File: config.mk
export PLATFORM = sky130hd
export DESIGN_NAME = vga_sprite_renderer
export DESIGN_NICKNAME = d
export VERILOG_FILES = /design/src/rtl/vga_sprite_renderer.sv
export SDC_FILE = /design/constraint.sdc
export NUM_CORES = 1
export LEC_CHECK = 0
export BUFFER_PORTS_ARGS = -buffer_cell sky130_fd_sc_hd__buf_2
export CORE_ASPECT_RATIO = 1.25
export CORE_MARGIN = 3
export CORE_UTILIZATION = 25
export CTS_CLUSTER_DIAMETER = 30
export CTS_CLUSTER_SIZE = 14
export DETAILED_ROUTE_END_ITERATION = 8
export PLACE_DENSITY = 0.46
export SKIP_LAST_GASP = 1
export SLEW_MARGIN = 20
export SYNTH_ARGS = -nofsm -noshare
export SYNTH_HDL_FRONTEND = slang
export SYNTH_SLANG_ARGS = --single-unit
File: constraint.sdc
create_clock -name clk -period 5.2 [get_ports clk]
set_input_delay 1.04 -clock clk [delete_from_list [all_inputs] [get_ports clk]]
set_output_delay 1.04 -clock clk [all_outputs]
set_load 0.01 [all_outputs]
File: src/rtl/vga_sprite_renderer.sv
// VGA timing generator with a frog cell and NUM_OBJ wrapping horizontal objects
// drawn over an external background. Positions are latched once per frame, and
// each frame reports whether the frog overlapped any object.
module vga_sprite_renderer #(
  parameter int unsigned H_ACTIVE  = 640,
  parameter int unsigned H_FP      = 16,
  parameter int unsigned H_SYNC    = 96,
  parameter int unsigned H_BP      = 48,
  parameter int unsigned V_ACTIVE  = 480,
  parameter int unsigned V_FP      = 10,
  parameter int unsigned V_SYNC    = 2,
  parameter int unsigned V_BP      = 33,
  parameter int unsigned CELL_LOG2 = 5,
  parameter int unsigned GRID_COLS = 20,
  parameter int unsigned GRID_ROWS = 15,
  parameter int unsigned COL_W     = 5,
  parameter int unsigned ROW_W     = 4,
  parameter int unsigned NUM_OBJ   = 11,
  parameter int unsigned LEN_W     = 3,
  parameter logic [8:0]  FROG_RGB  = 9'h1FF,
  parameter logic [8:0]  OBJ_RGB   = 9'h1C0
) (
  input  logic                       clk,
  input  logic                       rst_n,
  input  logic [COL_W-1:0]           frog_col,
  input  logic [ROW_W-1:0]           frog_row,
  input  logic [NUM_OBJ*COL_W-1:0]   obj_x,
  input  logic [NUM_OBJ*ROW_W-1:0]   obj_y,
  input  logic [NUM_OBJ*LEN_W-1:0]   obj_len,
  output logic [9:0]                 pix_x,
  output logic [9:0]                 pix_y,
  input  logic [8:0]                 bg_rgb,
  output logic [2:0]                 vga_r,
  output logic [2:0]                 vga_g,
  output logic [2:0]                 vga_b,
  output logic                       vga_hs,
  output logic                       vga_vs,
  output logic                       frame_tick,
  output logic                       collision
);

  localparam int unsigned H_TOTAL = H_ACTIVE + H_FP + H_SYNC + H_BP;
  localparam int unsigned V_TOTAL = V_ACTIVE + V_FP + V_SYNC + V_BP;
  localparam logic [9:0] H_LAST  = 10'(H_TOTAL - 1);
  localparam logic [9:0] V_LAST  = 10'(V_TOTAL - 1);
  localparam logic [9:0] H_ACT   = 10'(H_ACTIVE);
  localparam logic [9:0] V_ACT   = 10'(V_ACTIVE);
  localparam logic [9:0] HS_BEG  = 10'(H_ACTIVE + H_FP);
  localparam logic [9:0] HS_END  = 10'(H_ACTIVE + H_FP + H_SYNC);
  localparam logic [9:0] VS_BEG  = 10'(V_ACTIVE + V_FP);
  localparam logic [9:0] VS_END  = 10'(V_ACTIVE + V_FP + V_SYNC);
  localparam logic [9:0] GC      = 10'(GRID_COLS);
  localparam logic [9:0] GR      = 10'(GRID_ROWS);

  logic [9:0] h, v;

  // shadow copies of the game-logic positions, valid once the first frame latch happened
  logic [COL_W-1:0]         sh_frog_col;
  logic [ROW_W-1:0]         sh_frog_row;
  logic [NUM_OBJ*COL_W-1:0] sh_obj_x;
  logic [NUM_OBJ*ROW_W-1:0] sh_obj_y;
  logic [NUM_OBJ*LEN_W-1:0] sh_obj_len;
  logic                     sh_vld;

  logic [9:0] col_c, row_c, ox, oy, ol, od;
  logic       active_c, hs_c, vs_c, first_c, last_c;
  logic       frog_hit_c, obj_hit_c, hit_c;

  logic       act1, hs1, vs1, first1, frog1, obj1, acc, coll_snap;
  logic [8:0] bg1, rgb_c;

  assign pix_x = h;
  assign pix_y = v;

  assign col_c    = h >> CELL_LOG2;
  assign row_c    = v >> CELL_LOG2;
  assign active_c = (h < H_ACT) && (v < V_ACT);
  assign hs_c     = !((h >= HS_BEG) && (h < HS_END));
  assign vs_c     = !((v >= VS_BEG) && (v < VS_END));
  assign first_c  = (h == 10'd0) && (v == 10'd0);
  assign last_c   = (h == H_LAST) && (v == V_LAST);
  assign hit_c    = active_c && frog_hit_c && obj_hit_c;

  // raster counters
  always_ff @(posedge clk) begin
    if (!rst_n) begin
      h <= 10'd0;
      v <= 10'd0;
    end else if (h == H_LAST) begin
      h <= 10'd0;
      v <= (v == V_LAST) ? 10'd0 : v + 10'd1;
    end else begin
      h <= h + 10'd1;
    end
  end

  // latch positions on the last counter cycle of the frame
  always_ff @(posedge clk) begin
    if (!rst_n) begin
      sh_frog_col <= '0;
      sh_frog_row <= '0;
      sh_obj_x    <= '0;
      sh_obj_y    <= '0;
      sh_obj_len  <= '0;
      sh_vld      <= 1'b0;
    end else if (last_c) begin
      sh_frog_col <= frog_col;
      sh_frog_row <= frog_row;
      sh_obj_x    <= obj_x;
      sh_obj_y    <= obj_y;
      sh_obj_len  <= obj_len;
      sh_vld      <= 1'b1;
    end
  end

  // frog and object hit test for the current counter cell
  always_comb begin
    ox        = '0;
    oy        = '0;
    ol        = '0;
    od        = '0;
    obj_hit_c = 1'b0;
    frog_hit_c = sh_vld && (10'(sh_frog_col) < GC) && (10'(sh_frog_row) < GR) &&
                 (col_c == 10'(sh_frog_col)) && (row_c == 10'(sh_frog_row));
    for (int unsigned i = 0; i < NUM_OBJ; i++) begin
      ox = 10'(sh_obj_x[i*COL_W +: COL_W]);
      oy = 10'(sh_obj_y[i*ROW_W +: ROW_W]);
      ol = 10'(sh_obj_len[i*LEN_W +: LEN_W]);
      if (ol > GC) ol = GC;
      // distance from the object start, wrapping at the right screen edge
      od = (col_c >= ox) ? (col_c - ox) : (col_c + GC - ox);
      if (sh_vld && (ol != 10'd0) && (ox < GC) && (row_c == oy) && (od < ol))
        obj_hit_c = 1'b1;
    end
  end

  // stage 1: register pixel attributes and accumulate per-frame collision
  always_ff @(posedge clk) begin
    if (!rst_n) begin
      act1      <= 1'b0;
      hs1       <= 1'b1;
      vs1       <= 1'b1;
      first1    <= 1'b0;
      frog1     <= 1'b0;
      obj1      <= 1'b0;
      bg1       <= '0;
      acc       <= 1'b0;
      coll_snap <= 1'b0;
    end else begin
      act1   <= active_c;
      hs1    <= hs_c;
      vs1    <= vs_c;
      first1 <= first_c;
      frog1  <= frog_hit_c;
      obj1   <= obj_hit_c;
      bg1    <= bg_rgb;
      if (first_c) begin
        coll_snap <= acc;
        acc       <= hit_c;
      end else if (hit_c) begin
        acc <= 1'b1;
      end
    end
  end

  // colour priority: blanking, frog, object, background
  always_comb begin
    rgb_c = 9'd0;
    if (act1) begin
      if (frog1)     rgb_c = FROG_RGB;
      else if (obj1) rgb_c = OBJ_RGB;
      else           rgb_c = bg1;
    end
  end

  // stage 2: registered VGA outputs
  always_ff @(posedge clk) begin
    if (!rst_n) begin
      vga_r      <= 3'd0;
      vga_g      <= 3'd0;
      vga_b      <= 3'd0;
      vga_hs     <= 1'b1;
      vga_vs     <= 1'b1;
      frame_tick <= 1'b0;
      collision  <= 1'b0;
    end else begin
      {vga_r, vga_g, vga_b} <= rgb_c;
      vga_hs     <= hs1;
      vga_vs     <= vs1;
      frame_tick <= first1;
      if (first1) collision <= coll_snap;
    end
  end

endmodule

**Yosys cells after proc, flatten, opt, wreduce, memory -nomap -nowiden**

Cells that the tools add are included.

- Flip-flop bits (word level): 192
- Bits of input ports: 152
- Output and inout port bits: 33
- Logic and storage cells: 206

- $add $sub $neg: 25
- Order comparisons: 41
- Equality and inequality tests: 15
- Muxes and demuxes: 27
- Bitwise logic cells: 1
- Reduce and logical (&&, ||, !) cells: 73

Operators with widths:

| operator | count |
|---|---|
| two-way mux 10 bit | 12 |
| less-than comparator 10 x 3 -> 1 bit | 11 |
| subtractor 10 x 5 -> 10 bit | 10 |
| subtractor 5 x 5 -> 6 bit | 11 |
| == test 5 x 4 -> 1 bit | 12 |
| less-than comparator 5 bit, second input constant | 12 |
| greater-or-equal comparator 5 bit | 11 |
| logical AND 1 bit | 55 |
| nonzero test 3 bit | 11 |
| adder 10 x 1 -> 10 bit, second input constant | 2 |
| == test 10 bit, second input constant | 2 |
| logical NOT 10 bit | 2 |
| less-than comparator 10 bit, second input constant | 2 |
| less-than comparator 10 x 9 -> 1 bit, second input constant | 2 |
| two-way mux 9 bit | 2 |
| two-way mux 1 bit | 13 |
| greater-or-equal comparator 10 bit, second input constant | 1 |
| greater-or-equal comparator 10 x 9 -> 1 bit, second input constant | 1 |
| subtractor 6 x 5 -> 7 bit | 1 |
| adder 5 x 5 -> 6 bit, second input constant | 1 |
| == test 5 bit | 1 |
| less-than comparator 4 bit, second input constant | 1 |
| logical NOT 1 bit | 2 |
| AND reduction 2 bit | 1 |
| 3 further kinds | 3 |

**Longest topological paths before layout**

Gate-level depths: netlist of run 1.

- Word-level depth: 19
- Depth in mapped cells: 17
- Gate-level depth less buffers: 17

**Worst setup path after synthesis of run 1**

No wires, ideal clock.

- Path kind: reg2reg
- Start: reg h[6] (netlist: pix_x[6])
- End: reg obj1
- Setup time: 0.070 ns
- Arrival time: 3.588 ns
- Data required time: 5.130 ns
- Path slack: 1.542 ns
- Cell stages (with the launch flop): 14
- Path buffers: 0
- Clock period less this slack: 3.658 ns
- Cell sequence: dfxtp_1 > fa_1 > a21o_1 > a31oi_1 > o21ai_0 > xnor2_1 > ha_1 > nor3_1 > nand4_1 > or4_4 > nor4_2 > nor4_1 > and4_1 > a21oi_1

- Cells in the longest elaborated chain, start to end: 16
- Elaborated cells between the ends (all ways): 78
- Those cells by class: add/sub (23); order compare (22); mux (22); reduce/logical (11)

RTL lines:

| what | line | RTL |
|---|---|---|
| start, declared | 55 | `logic [9:0] h, v;` |
| start signal, assigned | 93 | `h <= h + 10'd1;` |
| adder 5 x 5 -> 6 bit | 131 | `od = (col_c >= ox) ? (col_c - ox) : (col_c + GC - ox);` |
| subtractor 10 x 5 -> 10 bit | 131 |  |
| two-way mux 10 bit | 131 |  |
| less-than comparator 10 x 3 -> 1 bit | 132 | `if (sh_vld && (ol != 10'd0) && (ox < GC) && (row_c == oy) && (od < ol))` |
| logical AND 1 bit | 132 |  |
| two-way mux 1 bit (10 in series) | 132 |  |
| two-way mux 1 bit (*) | 132 |  |
| end signal, assigned | 155 | `obj1 <= obj_hit_c;` |
| end, declared | 69 | `logic act1, hs1, vs1, first1, frog1, obj1, acc, coll_snap;` |

Mark *: on every way between the ends. The rest lies on a longest branch, timed or not.
A chain may end at the register's enable or synchronous reset.

**Final worst setup path of run 1**

- Start: reg h[7] (netlist: pix_x[7])
- End: reg acc

- Cells in the longest elaborated chain, start to end: 18
- Elaborated cells between the ends (all ways): 89
- Those cells by class: add/sub (23); order compare (23); eq/ne (1); mux (23); reduce/logical (19)

RTL lines:

| what | line | RTL |
|---|---|---|
| adder 5 x 5 -> 6 bit | 131 |  |
| subtractor 10 x 5 -> 10 bit | 131 |  |
| two-way mux 10 bit | 131 |  |
| less-than comparator 10 x 3 -> 1 bit | 132 |  |
| logical AND 1 bit | 132 |  |
| two-way mux 1 bit (11 in series) | 132 |  |
| logical AND 1 bit | 82 | `assign hit_c = active_c && frog_hit_c && obj_hit_c;` |
| two-way mux 1 bit or nonzero test 2 bit (tied branches) | n/a |  |
| end signal, assigned | 159 | `acc <= hit_c;` |
| end, declared | 69 |  |

Parallel ways exist; a longest one is shown, timed or not.

==> flow_summary.toml, run 1 <==
[drt]
drt-total-wl_um = 39500
drt-pass1-iter-count = 4
final_antenna_net_count = 0
via_per_inst = 4.63
drt_iter0_drc = 502
vias = 10952
drc = 0
wl_per_cell_um = 16.7

[synthesis]
syn_inst = 1562
synth_fa_ha_area_share_pct = 13.8
yosysSeqAreaShare_pct = 31.9
synth_nets = 1840
syn_avg_cell_area_um2 = 7.71
synth_cell_types = 70
synth_compound_area_share_pct = 17.1
netlist_area_mm2 = 0.0120
yosysMostFrequentCell = "nand2_1"
synth_xor_xnor_area_share_pct = 8.08
ys_warn_count = 0
synthMuxAreaShare_pct = 0.686
async_reset_ff_share_pct = 0
ys_ff_latch = 192
synth_top_family_by_area = "simple AND/OR/NAND/NOR gates"
yosys.area_share.simple_pct = 22.1
synth-edff-count = 0
synth_top_area_share_pct = 31.9
ys.flop_type = "dfxtp_1"
yosysTopAreaCell = "dfxtp_1"
synth_area_leaders = "dfxtp_1 (32%), ha_1 (12%), nand2_1 (10%)"
synthTopCellsByCount = "nand2_1 (330), a21oi_1 (209), dfxtp_1 (192)"

[setup_path]
r2r_start = "pix_x[7]$_SDFF_PP0_"
reg2reg_depth = 14
cp_cell_sequence = "inv_2 -> ha_1 -> nand2b_1 -> a21oi_1 -> o21ai_0 -> and2_1 -> xnor2_1 -> ha_1 -> nor4_1 -> nand4_1 -> a221o_1 -> a211oi_1 -> nor4_1 -> a21oi_1"
r2r_setup_slack_ns = 1.13
crit_path_end_kind = "flop"
crit_path_top_delay_cell = "dfxtp_2"
r2r-end = "acc$_SDFFE_PN0P_"
cp_max_fo = 13
required_ns = 5.59
worstSetupStartpointType = "flop"
critPathArrivalTime_ns = 4.45
crit_type = "reg -> reg"
crit_path_max_incr_delay_ns = 0.57

[clocking]
cts.sink_count = 192
cts_tree = "done"
cts_resized = 0
ctsHoldBuffers = 0
cts-root-buf = "clkbuf_16"
clock_latency_ns = 0.46
postCtsSetupBuffers = 0
clockBufferDepth = 2
htree_levels = 4
cts_buffers = 17
clk_pin_slew_ns = 0.08

[floorplanning]
ios = 185
start_util_pct = 25.4
die_area_mm2 = 0.0508
fp.dieW_um = 202
rows = 89
core_mm2 = 0.0474
die_h_um = 251

[finish]
area_delta_synth_final_pct = 18.0
seq_area_mm2 = 0.00385
diodes = 0
fill_cells = 5251
final_nets = 1991
fin_cells = 2363
multiInputGateArea_mm2 = 0.00747
layout-drive-gt1-share_pct = 14.8

[global_routing]
grt_util_all_layers_pct = 15.4
grt_pass1_vias = 10989
grt.overflow.total = 0
grt_pass1_wl_um = 61200
antenna_found_initial = 0
grt_max_degree = 103

[power]
ir_drop_mv = 0.243
p_per_area_mw_per_mm2 = 211
p_leak_uw = 0.00533

[sta]
timing.hold.ws_ns = 0.412
finalMaxSlewViolations = 0
min_period_ns = 4.07
setup_viol = 0
finalCritPeriodShare_pct = 78.2
hold_violations = 0
setup-tns-final_ns = 0
slew_headroom_pct = 37.3
rsz0062_at_grt = "false"
fmax_ghz = 0.246
fin_skew_ns = 0.0105
worst_slew_pin_slew_ns = 0.941

[hold_path]
min_to = "vga_hs$_SDFF_PN1_"
hold_start = "hs1$_SDFF_PN1_"
hp-class = "reg -> reg"
min_path_cells = 1

[placement]
placement.io_buffers = 184
place_congestion = 0.809
dp.cells = 2331
dp_hpwl_um = 29300

[status]
outcome = "finished, final reports clean"

[job]
cap_violations = 0
-- placed cells by master (no fill, tap or decap), types with 7 or more instances in the layout --
master / count
and2_1: 13
a31oi_1: 15
clkbuf_16: 17
inv_1: 104
buf_2: 184
buf_4: 16
and3_1: 7
nand4_1: 15
a21oi_1: 208
fa_1: 11
nand3_1: 21
nor2b_1: 10
nor2_1: 91
o21ai_0: 43
ha_1: 115
a211oi_1: 11
xnor2_1: 67
a21o_1: 19
nand2_1: 330
nor3_1: 34
xor2_1: 43
dfxtp_1: 188
a21boi_0: 9
nor4_1: 16
or3_1: 9
nand2b_1: 22
-- kinds of logic (layout without fill, tap and decap cells) --
family	Yosys count	in the layout
AO/OA/AOI/OAI	354	354
multiplexers	8	8
flip-flops	192	192
buffers and inverters	176	340
XOR/XNOR	111	111
AND/OR/NAND/NOR	595	595
adder cells (fa/ha/maj)	126	126
-- sequential cells by signal, summed over array words and instances, names as in the netlist, 3 cells and up --
register and count:
sh_obj_len 33, pix_x 10, vga_g 3, sh_frog_row 4
sh_obj_x 55, pix_y 10, vga_b 3, sh_frog_col 5
vga_r 3, bg1 9, sh_obj_y 44
-- where the power goes --
group	internal, µW	switching, µW	total, µW	leakage (µW)
Sequential	1480	4.76	1480	0.00155
Combinational	53.5	60.5	114	0.00347
Clock	738	668	1410	0.000306
-- per-layer routing --
metal / GRT usage (%) / up-vias / routed length [µm]
met5: 0 / - / 0
met3: 2.31 / 55 / 1130
met2: 27.0 / 207 / 19400
li1: - / 5591 / -
met1: 19.2 / 5099 / 17900
met4: 5.55 / 0 / 1030
-- worst max-delay path: cells and delay by family (launching register included) --
kind,cells,cell delay [ns]
AO/OA/AOI/OAI,5,1.37
AND/OR/NAND/NOR,5,0.97
adder cells (fa/ha/maj),2,0.63
flip-flops,1,0.57
buffers and inverters,1,0.29
XOR/XNOR,1,0.15
-- final cells by class --
class                           instances  share of cell area [%]
Multi-Input combinational cell       1194                    52.6
Sequential cell                       192                    27.1
Timing Repair Buffer                  201                    7.47
Tap cell                              637                    5.61
Clock buffer                           18                    3.02
Inverter                              107                    2.85
Clock inverter                         14                    1.35
-- worst max path at each step --
stage                             start               end  slack, ns  cells past startpoint
global placement    pix_x[5]$_SDFF_PP0_   obj1$_SDFF_PN0_       1.19                     16
global route        pix_x[5]$_SDFF_PP0_  acc$_SDFFE_PN0P_       0.83                     17
CTS                 pix_x[7]$_SDFF_PP0_  acc$_SDFFE_PN0P_       1.08                     14
floorplan           pix_x[6]$_SDFF_PP0_   obj1$_SDFF_PN0_       1.54                     13
finish              pix_x[7]$_SDFF_PP0_  acc$_SDFFE_PN0P_       1.13                     14
detailed placement  pix_x[5]$_SDFF_PP0_  acc$_SDFFE_PN0P_       1.12                     16
-- per-stage QoR --
stage               total power, µW  utilization [%]  cell area, µm²  worst slack (ns)
floorplan                      1550                -           12000              1.54
global placement               1630             28.6           13600              1.19
detailed placement             1630             28.6           13600              1.12
CTS                            3060             29.9           14200              1.08
global route                   3110             29.9           14200             0.826
finish                         3000             29.9           14200              1.13
No activity file was read; power rests on OpenSTA's default activity.
==> run 2: changes to the inputs <==
- ABC_AREA: not set -> 1
- PLACE_DENSITY: 0.46 -> 0.47
- clock period: 5.2 -> 3.45 ns (I/O delays scaled with it)
==> run 2 against run 1 <==
  * Synthesized cell count increased by 17%
  * Sequential power increased by 51%
  * Setup slack got worse by 0.90 ns
  * Sequential share of layout area decreased by 1.3 points
  * Largest power group unchanged
  * Sequential cell count unchanged
  * Final area increased by 4.8%
  * Area after synthesis increased by 4.8%
  * Critical endpoint is now obj1$_SDFF_PN0_
  * Utilization increased by 0.054 points
  * Non-clock buffer count increased by 11
  * Via count increased by 11%
  * Critical path type unchanged
==> flow_summary.toml, run 2 <==
[drt]
vias = 12137
drt-pass1-iter-count = 7
wl_per_cell_um = 15.9
via_per_inst = 4.55
drc = 0
drt-total-wl_um = 42500
drt_iter0_drc = 562
final_antenna_net_count = 0

[power]
p_seq_share_pct = 49.4
p_per_area_mw_per_mm2 = 304
clkPwrFrac_pct = 46.0
swShare_pct = 25.5
p_leak_uw = 0.00677
combPwrFrac_pct = 4.6
power_switching_uw = 1160
p_int_uw = 3370
p_total_uw = 4530
ir_drop_mv = 0.339

[global_routing]
grt_pass1_wl_um = 64900
met3_usage_pct = 3.00
grt_max_degree = 73
antenna_found_initial = 0
use_met1_pct = 19.5
grt_pass1_vias = 11797
grt.overflow.total = 0
busiest_layer = "met2"
gr-usage-met2_pct = 26.9
grt_util_all_layers_pct = 15.9

[clocking]
cts-root-buf = "clkbuf_16"
cts_resized = 0
postCtsSetupBuffers = 0
cts_tree = "done"
ctsHoldBuffers = 0
clock_latency_ns = 0.47
cts_buffers = 17
clk_pin_slew_ns = 0.08
clockBufferDepth = 2
cts.sink_count = 192
htree_levels = 4

[synthesis]
ys_ff_latch = 192
yosysTopAreaCell = "dfxtp_1"
yosysSeqAreaShare_pct = 30.5
synth_area_leaders = "dfxtp_1 (30%), ha_1 (11%), nand2_1 (10%)"
synth_cell_types = 49
syn_inst = 1835
async_reset_ff_share_pct = 0
synth_top_area_share_pct = 30.5
synthTopCellsByCount = "nand2_1 (346), inv_1 (241), nor2_1 (215)"
syn_avg_cell_area_um2 = 6.87
netlist_area_mm2 = 0.0126
synth_nets = 2113
yosysMostFrequentCell = "nand2_1"
ys.flop_type = "dfxtp_1"
synth-edff-count = 0
ys_warn_count = 0

[placement]
post-place-ws_ns = 0.240
dp_hpwl_um = 33200
dp.cells = 2635
dpl_cell_area_mm2 = 0.0143
placement.io_buffers = 184
place_congestion = 0.881

[finish]
utilization_pct = 30.0
layout-drive-gt1-share_pct = 13.2
largest_register = "sh_obj_x"
largest_reg_flops = 55
fill_cells = 5579
fin_cells = 2667
final_nets = 2281
area_delta_synth_final_pct = 18.0
reg_top3 = "sh_obj_x (55), sh_obj_y (44), sh_obj_len (33)"
final_area_mm2 = 0.0149
diodes = 0
layout_commonest_cell = "nand2_1"
final_cell_mix = "nand2_1 (346), inv_1 (241), nor2_1 (214), dfxtp_1 (191), buf_2 (183)"

[sta]
worst_slew_pin_slew_ns = 0.736
setup_viol = 0
hold_violations = 0
setup_ws_ns = 0.234
slew_headroom_pct = 50.8
fin_skew_ns = 0.0221
finalCritPeriodShare_pct = 93.2
finalMaxSlewViolations = 0
fmax_ghz = 0.311
min_period_ns = 3.22
rsz0062_at_grt = "true"

[setup_path]
r2r_start = "pix_x[5]$_SDFF_PP0_"
crit_path_end_kind = "flop"
crit_path_start = "pix_x[5]$_SDFF_PP0_"
critPathArrivalTime_ns = 3.58
worstSetupStartpointType = "flop"
crit_type = "reg -> reg"
reg2reg_depth = 19
cp_max_fo = 8
r2r_setup_slack_ns = 0.23
required_ns = 3.81

[hold_path]
hold_start = "bg_rgb[2]"
hp-class = "in -> reg"
min_path_cells = 3

[floorplanning]
fp.dieW_um = 207
rows = 91
start_util_pct = 25.4
die_area_mm2 = 0.0532
core_mm2 = 0.0496
die_h_um = 257
ios = 185

[status]
outcome = "finished, final reports clean"

[job]
cap_violations = 0
run 2: critical path, cell delays in order (launching register included):
cell      delay, ns
dfxtp_1        0.31
clkinv_1       0.05
buf_4          0.23
ha_1           0.18
inv_1          0.07
fa_1           0.46
nand4_1        0.12
nand3b_1       0.08
nor2_1         0.20
xor2_1         0.11
ha_1           0.28
a21boi_0       0.20
nor2_1         0.08
nand2_1        0.06
nor2_1         0.04
nand2_1        0.08
nand2_1        0.07
nor2_2         0.17
nand4_1        0.14
and2_1         0.16
run 2: layout make-up:
class / instances / area (µm²) / area share, %
Multi-Input combinational cell: 1330 / 7510 / 50.4
Sequential cell: 192 / 3840 / 25.8
Timing Repair Buffer: 212 / 1160 / 7.78
Inverter: 250 / 941 / 6.32
Tap cell: 651 / 815 / 5.47
Clock buffer: 18 / 429 / 2.88
Clock inverter: 14 / 191 / 1.29
run 2: kinds of logic (layout without fill, tap and decap cells):
group	count (synthesis)	in the layout	share of synthesized area (%)
compound gates	357	357	14.7
xor+xnor	70	70	4.86
fa+ha+maj	126	126	13.2
buf+inv	313	494	10.2
flops	192	192	30.5
simple gates	777	777	26.6
run 2: per-layer routing:
| layer | routed length [µm] | vias up | part of all wire [%] |
|---|---|---|---|
| li1 | - | 6306 | - |
| met1 | 18800 | 5542 | 44 |
| met3 | 1620 | 62 | 3.8 |
| met5 | 0 | - | 0 |
| met4 | 1580 | 0 | 3.7 |
| met2 | 20500 | 227 | 48 |
run 2: final timing paths:
kind                       end
max reg2reg    obj1$_SDFF_PN0_
min reg2reg  vga_hs$_SDFF_PN1_
max            obj1$_SDFF_PN0_
min          bg1[2]$_SDFF_PN0_
run 2: per-stage QoR:
stage | TNS, ns | hold slack (ns)
6_report | 0 | 0.401
3_3_place_gp | 0 | 0.410
3_5_place_dp | 0 | 0.410
4_1_cts | 0 | 0.372
5_1_grt | -0.00341 | 0.393
2_1_floorplan | 0 | 0.393
run 2: power by group through the flow:
stage | Clock, µW | Combinational [µW] | Sequential (µW)
floorplan | 0 | 76.1 | 2290
global placement | 0 | 213 | 2290
detailed placement | 0 | 213 | 2290
CTS | 2160 | 214 | 2240
global route | 2230 | 236 | 2240
finish | 2080 | 208 | 2240
==> run 3: changes to the inputs <==
--- a/config.mk
+++ b/config.mk
@@ -15,4 +15,5 @@
 export DETAILED_ROUTE_END_ITERATION = 8
 export PLACE_DENSITY = 0.47
+export SETUP_SLACK_MARGIN = 0.3
 export SKIP_LAST_GASP = 1
 export SLEW_MARGIN = 20
==> constraint.sdc (replaced) <==
create_clock -name clk -period 3.45 [get_ports clk]
set_input_delay 0.5175 -clock clk [delete_from_list [all_inputs] [get_ports clk]]
set_output_delay 0.5175 -clock clk [all_outputs]
set_load 0.01 [all_outputs]
==> run 3 against run 2 <==
  * Sequential share of layout area is 0.47 points lower
  * Critical path type unchanged
  * Count of clock-buffer cells in the layout unchanged
  * Power rose by 0.46%
  * Register-to-register slack better by 0.25 ns
  * Sequential power hardly changed
  * Utilization grew 0.59 points
  * Non-clock buffer count increased by 12
  * Sequential cell count stayed put
==> flow_summary.toml, run 3 (synthesis results as in run 2) <==
[setup_path]
r2r_setup_slack_ns = 0.48
path_depth = 18
reg2reg_depth = 18
r2r-end = "obj1$_SDFF_PN0_"
worstSetupStartpointType = "flop"
path_buf_inv = 6
crit_path_top_delay_cell = "fa_2"
critical-path-top-delay-family = "adder cells"
crit_type = "reg -> reg"
crit_path_end_kind = "flop"
crit_end = "obj1$_SDFF_PN0_"
required_ns = 3.82
cp_max_fo = 8
crit_path_start = "pix_x[5]$_SDFF_PP0_"
crit_path_max_incr_delay_ns = 0.40
r2r_start = "pix_x[5]$_SDFF_PP0_"
critPathArrivalTime_ns = 3.34
cp_cell_sequence = "inv_2 -> buf_12 -> buf_4 -> ha_1 -> inv_1 -> fa_2 -> buf_4 -> xor2_1 -> xor2_1 -> ha_1 -> inv_1 -> nor2_1 -> nor3_1 -> nand3_1 -> nand2_1 -> nor2_2 -> nand4_1 -> and2_1"

[power]
p_leak_uw = 0.00685
ir_drop_mv = 0.341
p_per_area_mw_per_mm2 = 300
p_total_uw = 4550

[clocking]
clockBufferDepth = 2
ctsHoldBuffers = 0
cts_tree = "done"
clk_pin_slew_ns = 0.08
cts_buffers = 17
clock_latency_ns = 0.47
cts.sink_count = 192
cts-root-buf = "clkbuf_16"
htree_levels = 4

[sta]
slew_headroom_pct = 52.7
hold_violations = 0
setup-tns-final_ns = 0
finalMaxSlewViolations = 0
rsz0062_at_grt = "true"
worst_slew_pin_slew_ns = 0.707
fmax_ghz = 0.337
min_period_ns = 2.97
setup_viol = 0
fin_skew_ns = 0.0152
timing.hold.ws_ns = 0.229
finalCritPeriodShare_pct = 86.0

[drt]
routed.top_layer = "met4"
wl_per_cell_um = 16.0
drt-total-wl_um = 42900
drc = 0
drt_iter0_drc = 548
wl_met1_um = 19200
drt-pass1-iter-count = 5
final_antenna_net_count = 0
via_per_inst = 4.58
vias = 12283
route.met2.wl_um = 21100
dr_wl_met3_um = 1530

[floorplanning]
die_area_mm2 = 0.0532
die_h_um = 257
ios = 185
fp.dieW_um = 207
rows = 91
core_mm2 = 0.0496
start_util_pct = 25.4

[finish]
layout-drive-gt1-share_pct = 15.7
largest_reg_flops = 55
largest_register = "sh_obj_x"
diodes = 0
final_cell_mix = "nand2_1 (341), inv_1 (238), nor2_1 (211), dfxtp_1 (188), buf_2 (183)"
reg_top3 = "sh_obj_x (55), sh_obj_y (44), sh_obj_len (33)"
utilization_pct = 30.6
final_nets = 2293
area_delta_synth_final_pct = 20.4
fill_cells = 5540
final_area_mm2 = 0.0152
layout_commonest_cell = "nand2_1"

[global_routing]
grt_pass1_vias = 11814
antenna_found_initial = 0
grt_util_all_layers_pct = 15.9
grt.overflow.total = 0
grt_max_degree = 73
grt_pass1_wl_um = 65500

[hold_path]
hp-class = "in -> reg"

[placement]
placement.io_buffers = 184
place_congestion = 0.883
dpl_cell_area_mm2 = 0.0143
dp_hpwl_um = 33300

[status]
outcome = "finished, final reports clean"

[job]
cap_violations = 0
## run 3: cell types whose count changed in the layout (fill, tap and decap cells not counted), sizes merged
cell	delta
inv	+3
buf	+12
clkinv	-3
## run 3: worst register-to-register path: stages, from the launching register on
cell and delay, ns:
dfxtp_2 0.33, inv_2 0.07, buf_12 0.15, buf_4 0.13, ha_1 0.14, inv_1 0.08
fa_2 0.40, buf_4 0.15, xor2_1 0.17, xor2_1 0.18, ha_1 0.28, inv_1 0.03
nor2_1 0.09, nor3_1 0.06, nand3_1 0.08, nand2_1 0.08, nor2_2 0.17, nand4_1 0.13
and2_1 0.15
## run 3: worst min path at each step
stage,from,slack [ns],to,cells after the start
after CTS,bg_rgb[0],0.20,bg1[0]$_SDFF_PN0_,3
after global routing,bg_rgb[0],0.21,bg1[0]$_SDFF_PN0_,3
after detailed placement,vs1$_SDFF_PN1_,0.41,vga_vs$_SDFF_PN1_,1
after floorplan,hs1$_SDFF_PN1_,0.39,vga_hs$_SDFF_PN1_,1
after global placement,vs1$_SDFF_PN1_,0.41,vga_vs$_SDFF_PN1_,1
final,bg_rgb[0],0.23,bg1[0]$_SDFF_PN0_,3
## run 3: final cells by class
| class | instances | area, µm² | area share, % |
|---|---|---|---|
| timing repair buffer | 224 | 1270 | 8.36 |
| tap | 651 | 815 | 5.37 |
| sequential | 192 | 3850 | 25.4 |
| inverter | 250 | 943 | 6.22 |
| clock inverter | 14 | 184 | 1.21 |
| multi-input combinational | 1330 | 7680 | 50.6 |
| clock buffer | 18 | 439 | 2.89 |
## run 3: report_power, final
part           internal (µW)  total, µW  switching, µW
Clock                   1070       2100           1040
Combinational           93.1        207            114
Sequential              2230       2240           7.94
## run 3: repair_timing
item | 4_1_cts | 5_1_grt
pin swaps | 0 | 21
setup endpoints to repair | 2 | 2
buffers inserted | 0 | 13
resized for setup | 2 | 52
## run 3: layer usage
metal / GRT usage [%] / vias to the layer above
li1: - / 6334
met1: 19.9 / 5671
met2: 27.7 / 232
met3: 2.66 / 46
met4: 5.19 / 0
met5: 0 / -
## run 3: stage by stage
stage                     cells  setup WS, ns
after detailed placement   2634         0.227
final                      2679         0.484
after floorplan            1835         0.445
after global placement     2634         0.313
after global routing       2679         0.247
after CTS                  2666         0.315
